===== src/rtl/ccff_bitstream_loader.sv =====
// Configuration-chain initiator: serialises host words onto ccff_head, optionally re-streams them
// to compare ccff_tail, and holds IO isolation until a load finishes.
`timescale 1ns/1ps
module ccff_bitstream_loader #(
    parameter int unsigned CHAIN_LEN = 1024,
    parameter int unsigned WORD_W    = 8,
    parameter int unsigned CNT_W     = $clog2(CHAIN_LEN + 1),
    parameter int unsigned ERR_W     = 16
) (
    input  logic              prog_clk,
    input  logic              pReset_N,
    input  logic              start,
    input  logic              verify_en,
    input  logic [WORD_W-1:0] cfg_data,
    input  logic              cfg_valid,
    output logic              cfg_ready,
    output logic              ccff_head,
    output logic              ccff_shift_en,
    input  logic              ccff_tail,
    output logic              IO_ISOL_N,
    output logic              busy,
    output logic              done,
    output logic              error,
    output logic [ERR_W-1:0]  err_count
);

    localparam int unsigned        BufCntW = $clog2(WORD_W + 1);
    localparam logic [CNT_W-1:0]   LastBit = CNT_W'(CHAIN_LEN - 1);
    localparam logic [ERR_W-1:0]   ErrMax  = '1;

    typedef enum logic [1:0] {StIdle, StLoad, StVerify, StDone} state_e;

    state_e              state_q, state_d;
    logic [WORD_W-1:0]   buf_data_q, buf_data_d;
    logic [BufCntW-1:0]  buf_cnt_q, buf_cnt_d;
    logic [CNT_W-1:0]    bit_cnt_q, bit_cnt_d;
    logic                verify_q, verify_d;
    logic                head_q, head_d;
    logic                shift_en_q, shift_en_d;
    logic                cmp_q, cmp_d;
    logic                drain_q, drain_d;
    logic                isol_n_q, isol_n_d;
    logic                done_q, done_d;
    logic                error_q, error_d;
    logic [ERR_W-1:0]    err_cnt_q, err_cnt_d;

    logic active, buf_empty, shifting, pass_end, last_pass, accept, mismatch;

    always_comb begin
        // drain_q marks the extra cycle that scores the final verify bit before DONE
        active    = (state_q == StLoad || state_q == StVerify) && !drain_q;
        buf_empty = (buf_cnt_q == '0);
        shifting  = active && !buf_empty;
        pass_end  = shifting && (bit_cnt_q == LastBit);
        last_pass = (state_q == StVerify) || !verify_q;
        // no word is taken on the final edge of the last pass: it would be lost
        cfg_ready = active && (buf_empty || (buf_cnt_q == BufCntW'(1) && shifting))
                    && !(pass_end && last_pass);
        accept    = cfg_valid && cfg_ready;
        // cmp_q flags that the bit on ccff_head belongs to the verify stream
        mismatch  = ccff_shift_en && cmp_q && (ccff_tail != head_q);
    end

    always_comb begin
        state_d    = state_q;
        buf_data_d = buf_data_q;
        buf_cnt_d  = buf_cnt_q;
        bit_cnt_d  = bit_cnt_q;
        verify_d   = verify_q;
        head_d     = head_q;
        shift_en_d = shifting;
        cmp_d      = shifting && (state_q == StVerify);
        drain_d    = 1'b0;
        isol_n_d   = isol_n_q;
        done_d     = done_q;
        error_d    = error_q;
        err_cnt_d  = err_cnt_q;

        if (shifting) begin
            head_d     = buf_data_q[WORD_W-1];
            buf_data_d = buf_data_q << 1;
            buf_cnt_d  = buf_cnt_q - BufCntW'(1);
            bit_cnt_d  = pass_end ? '0 : bit_cnt_q + CNT_W'(1);
        end
        if (pass_end) begin
            buf_cnt_d = '0;
        end
        if (accept) begin
            buf_data_d = cfg_data;
            buf_cnt_d  = BufCntW'(WORD_W);
        end
        if (mismatch) begin
            error_d = 1'b1;
            if (err_cnt_q != ErrMax) begin
                err_cnt_d = err_cnt_q + ERR_W'(1);
            end
        end

        case (state_q)
            StIdle, StDone: begin
                if (start) begin
                    state_d   = StLoad;
                    verify_d  = verify_en;
                    done_d    = 1'b0;
                    error_d   = 1'b0;
                    err_cnt_d = '0;
                    bit_cnt_d = '0;
                    buf_cnt_d = '0;
                    isol_n_d  = 1'b0;
                end
            end
            StLoad: begin
                if (pass_end) begin
                    if (verify_q) begin
                        state_d = StVerify;
                    end else begin
                        state_d  = StDone;
                        done_d   = 1'b1;
                        isol_n_d = 1'b1;
                    end
                end
            end
            StVerify: begin
                if (drain_q) begin
                    state_d  = StDone;
                    done_d   = 1'b1;
                    isol_n_d = 1'b1;
                end else if (pass_end) begin
                    drain_d = 1'b1;
                end
            end
            default: state_d = StIdle;
        endcase
    end

    always_ff @(posedge prog_clk or negedge pReset_N) begin
        if (!pReset_N) begin
            state_q    <= StIdle;
            buf_data_q <= '0;
            buf_cnt_q  <= '0;
            bit_cnt_q  <= '0;
            verify_q   <= 1'b0;
            head_q     <= 1'b0;
            shift_en_q <= 1'b0;
            cmp_q      <= 1'b0;
            drain_q    <= 1'b0;
            isol_n_q   <= 1'b0;
            done_q     <= 1'b0;
            error_q    <= 1'b0;
            err_cnt_q  <= '0;
        end else begin
            state_q    <= state_d;
            buf_data_q <= buf_data_d;
            buf_cnt_q  <= buf_cnt_d;
            bit_cnt_q  <= bit_cnt_d;
            verify_q   <= verify_d;
            head_q     <= head_d;
            shift_en_q <= shift_en_d;
            cmp_q      <= cmp_d;
            drain_q    <= drain_d;
            isol_n_q   <= isol_n_d;
            done_q     <= done_d;
            error_q    <= error_d;
            err_cnt_q  <= err_cnt_d;
        end
    end

    assign ccff_head     = head_q;
    assign ccff_shift_en = shift_en_q;
    assign IO_ISOL_N     = isol_n_q;
    assign busy          = (state_q == StLoad) || (state_q == StVerify);
    assign done          = done_q;
    assign error         = error_q;
    assign err_count     = err_cnt_q;

endmodule


===== config.mk =====
export PLATFORM = sky130hd
export DESIGN_NAME = ccff_bitstream_loader
export DESIGN_NICKNAME = d
export VERILOG_FILES = /design/src/rtl/ccff_bitstream_loader.sv
export SDC_FILE = /design/constraint.sdc
export NUM_CORES = 1
export LEC_CHECK = 0
export ABC_AREA = 1
export BUFFER_PORTS_ARGS = -buffer_cell sky130_fd_sc_hd__buf_2
export CORE_MARGIN = 5
export CORE_UTILIZATION = 61
export CTS_BUF_LIST = sky130_fd_sc_hd__clkbuf_2 sky130_fd_sc_hd__clkbuf_4 sky130_fd_sc_hd__clkbuf_8
export DETAILED_ROUTE_END_ITERATION = 8
export PLACE_DENSITY_LB_ADDON = 0.15
export SLEW_MARGIN = 0
export SYNTH_ARGS = -nofsm -noshare
export SYNTH_HDL_FRONTEND = slang
export SYNTH_SLANG_ARGS = --single-unit

===== constraint.sdc =====
create_clock -name prog_clk -period 2.8 [get_ports prog_clk]
set_clock_uncertainty 0.15 [all_clocks]
set_input_delay 0 -clock prog_clk [delete_from_list [all_inputs] [get_ports prog_clk]]
set_output_delay 0 -clock prog_clk [all_outputs]
set_load 0.01 [all_outputs]

==> summary.md <==
| Metric | Value |
|---|---|
| Core area | 4354 µm² |
| GR Overflow Total | 0 |
| Most frequent cells in the layout | nand2_1 (91), inv_1 (51), nor2_1 (50), dfrtp_1 (48), buf_2 (36) |
| Hold wc startpoint | ccff_tail |
| DRT Pass-1 Iters | 4 |
| Distinct cells, synth | 33 |
| Fmax | 380.4 MHz |
| R2R Path Start | state_q[0]$_DFFE_PN0P_ |
| Largest net degree at the start of global routing | 49 |
| Setup slack, reg-to-reg | 0.17 ns |
| Reg area | 1201 µm² |
| Hold Crit Depth | 5 |
| Number of global-route vias before repair | 2404 |
| Simple-gate share of the synthesized area | 0.3629 |
| CTS tree | built |
| Pleak | 1.585 nW |
| Initial antenna violation count | 0 |
| Critical path class | reg2reg |
| Number of buffers created by CTS | 5 |
| Syn_nets | 382 |
| Layout Area Growth over Synthesis | 17.83% |
| Bufs and invs on worst path | 3 |
| Largest family of logic cells by synthesized area | simple AND/OR/NAND/NOR gates |
| Die Y | 77.16 µm |
| Sequential share of the synthesized area | 0.4366 |
| CTS H-tree lvls | 2 |
| Worst EP required | 2.83 ns |
| CP startpoint | state_q[0]$_DFFE_PN0P_ |
| Post-synthesis mux area share | 0 |
| Slowest stage delay, CP | 0.56 ns |
| Worst skew pair latency | 0.30 ns |
| Clk sinks | 48 |
| Via Count | 2528 |
| Worst-Margin Slew | 1.062 ns |
| Cell Pwr Density | 843.0 nW/µm² |
| Mean Syn Cell Area | 7.601 µm² |
| Cell Area, Synth | 2751 µm² |
| Drt total wl | 6.344 mm |
| Synthesized-area fraction occupied by adder cells | 0.02729 |
| Die Area | 5954 µm² |
| RSZ-0062 raised after global routing | no |
| Clock edge transition at the registers on the reported setup and hold paths | 0.08 ns |
| Critical path endpoint category | register |
| Cell Chain, Critical Path | inv_1, ha_1, inv_2, nand2_4, a21oi_4, nand4_4, nand3_4, o21ai_1, dlygate4sd3_1 |
| CP Data Arrival Time | 2.66 ns |
| I/O pin count | 37 |
| Commonest non-fill, non-tap cell in the layout | nand2_1 |
| First-pass GRT wire length | 11.02 mm |
| Worst VDD drop | 620.3 µV |
| Clock root buffer | clkbuf_8 |
| Layout cells sized above 1 | 0.1695 |
| Final net count | 438 |
| Xor/xnor share of the synthesized area | 0.02228 |
| # diodes | 0 |
| Min Tclk post-route | 2.628 ns |
| CP Depth | 9 |
| Initial Util | 0.6319 |
| Via density | 5.367 |
| RePlAce Congestion | 0.8589 |
| Multi-input logic area | 1301 µm² |
| Tightest Hold Check Type | in2reg |
| Post-cts sizing count | 0 |
| DPL Wire Length | 4.171 mm |
| Worst path top cell family by delay | buffers and inverters |
| Max Cap Violations | 0 |
| Final setup TNS | 0 ns |
| Fin crit share | 0.9387 |
| Drt first-iter violations | 177 |
| Worst-path fanout max | 12 |
| Final core occ | 0.7445 |
| DRC viols | 0 |
| Critical Path Slowest Stage Cell | dlygate4sd3_1 |
| Seq cells post-synth | 48 |
| Antenna Nets Post-Route | 0 |
| Post-synthesis compound-gate area fraction | 0.06048 |
| Endpoints failing setup | 0 |
| Ys Warns | 0 |
| Filler cells | 348 |
| Startpoint Class | register |
| Bufs on Longest Clock Path | 2 |
| Avg WL per Cell | 13.47 µm |
| Die Wd | 77.16 µm |
| Pins Over Slew Limit | 0 |
| Cells after synthesis | 362 |
| PortBufs | 36 |
| Worst R2R Path Depth | 9 |
| Status | finished, final reports clean |
| GRT Overall Usage | 0.2245 |
| Row count | 24 |
| Slew HR | 0.2920 |
| Final Hold Violating Endpoints | 0 |
[what timing repair did]
item	CTS	global route
setup buffers	0	0
hold endpoints to repair	61	0
hold buffers	19	0
[state kept, by name, summed over array words and instances, names as in the netlist, 2 cells and up]
name,flops
state_q,2
err_count,16
buf_data_q,8
bit_cnt_q,11
buf_cnt_q,4
[area by class of cell]
type,count,area share
timing repair buffer,56,0.1166
multi-input combinational,254,0.4014
clock buffer,8,0.03010
sequential,48,0.3705
tap,52,0.02007
inverter,53,0.06137
[cells in the mapped netlist]
library cell  number  share of area
nand2_1           91           0.12
inv_1             51          0.070
nor2_1            50          0.068
dfrtp_1           48           0.44
nand3_1           30          0.055
nand4_1           13          0.030
o21ai_0           10          0.018
a21oi_1            8          0.015
nor2_2             8          0.018
ha_1               6          0.027
nand2_2            5          0.011
nand3b_1           4          0.011
nor3_1             4         0.0073
o21ai_1            4         0.0073
xor2_1             4          0.013
xnor2_1            3         0.0096
a21oi_4            2          0.012
buf_4              2         0.0055
buf_6              2         0.0082
clkbuf_1           2         0.0027
inv_2              2         0.0027
nor3_2             2         0.0073
a211oi_1           1         0.0027
a21oi_2            1         0.0032
and2_1             1         0.0023
buf_2              1         0.0018
nand2_4            1         0.0041
nand3_4            1         0.0064
nand4_2            1         0.0045
nand4_4            1         0.0077
nor2_4             1         0.0041
o31ai_1            1         0.0027
or2_2              1         0.0023
[power breakdown]
group / internal (mW) / switching, mW / total (mW)
combinational: 0.458 / 0.851 / 1.31
clock: 0.221 / 0.222 / 0.444
sequential: 0.861 / 0.121 / 0.981
[path summary, 6_finish.rpt]
check / to
max: buf_data_q[0]$_DFFE_PN0P_
min: err_count[2]$_DFF_PN0_
max reg2reg: buf_data_q[0]$_DFFE_PN0P_
min reg2reg: error$_DFF_PN0_
max in group asynchronous: buf_cnt_q[1]$_DFF_PN0_
min in group asynchronous: err_count[9]$_DFF_PN0_
[worst min-delay path, cell delays in order]
cell     delay (ns)
buf_2          0.11
nand2_1        0.08
nand2_1        0.11
nand2_1        0.08
a21oi_1        0.06
[through the flow]
step           hold slack, ns  area, µm²  total power, mW  std cells  setup slack [ns]
6_report              0.03412       3242            2.733        471            0.1715
5_1_grt               0.04407       3242            2.968        471          0.002121
3_3_place_gp          0.05817       2954            2.192        444            0.6550
3_5_place_dp          0.08261       2954            2.227        444            0.5820
2_1_floorplan         -0.4456       2751            1.946        362            0.9581
4_1_cts               0.01526       3242            2.729        471            0.1971
[layer usage]
metal | GRT usage | vias to the layer above | wire length [µm]
met5 | 0 | - | 0
met4 | 0.09450 | 0 | 124
met3 | 0.05152 | 15 | 385
met2 | 0.3830 | 90 | 3182
met1 | 0.2694 | 1170 | 2650
li1 | - | 1253 | -
[cell families after synthesis]
kind of cell,count (synthesis)
AO/OA/AOI/OAI,27
flip-flops,48
adder cells (fa/ha/maj),6
AND/OR/NAND/NOR,214
buffers and inverters,60
XOR/XNOR,7
(Power assumes the default switching activity.)
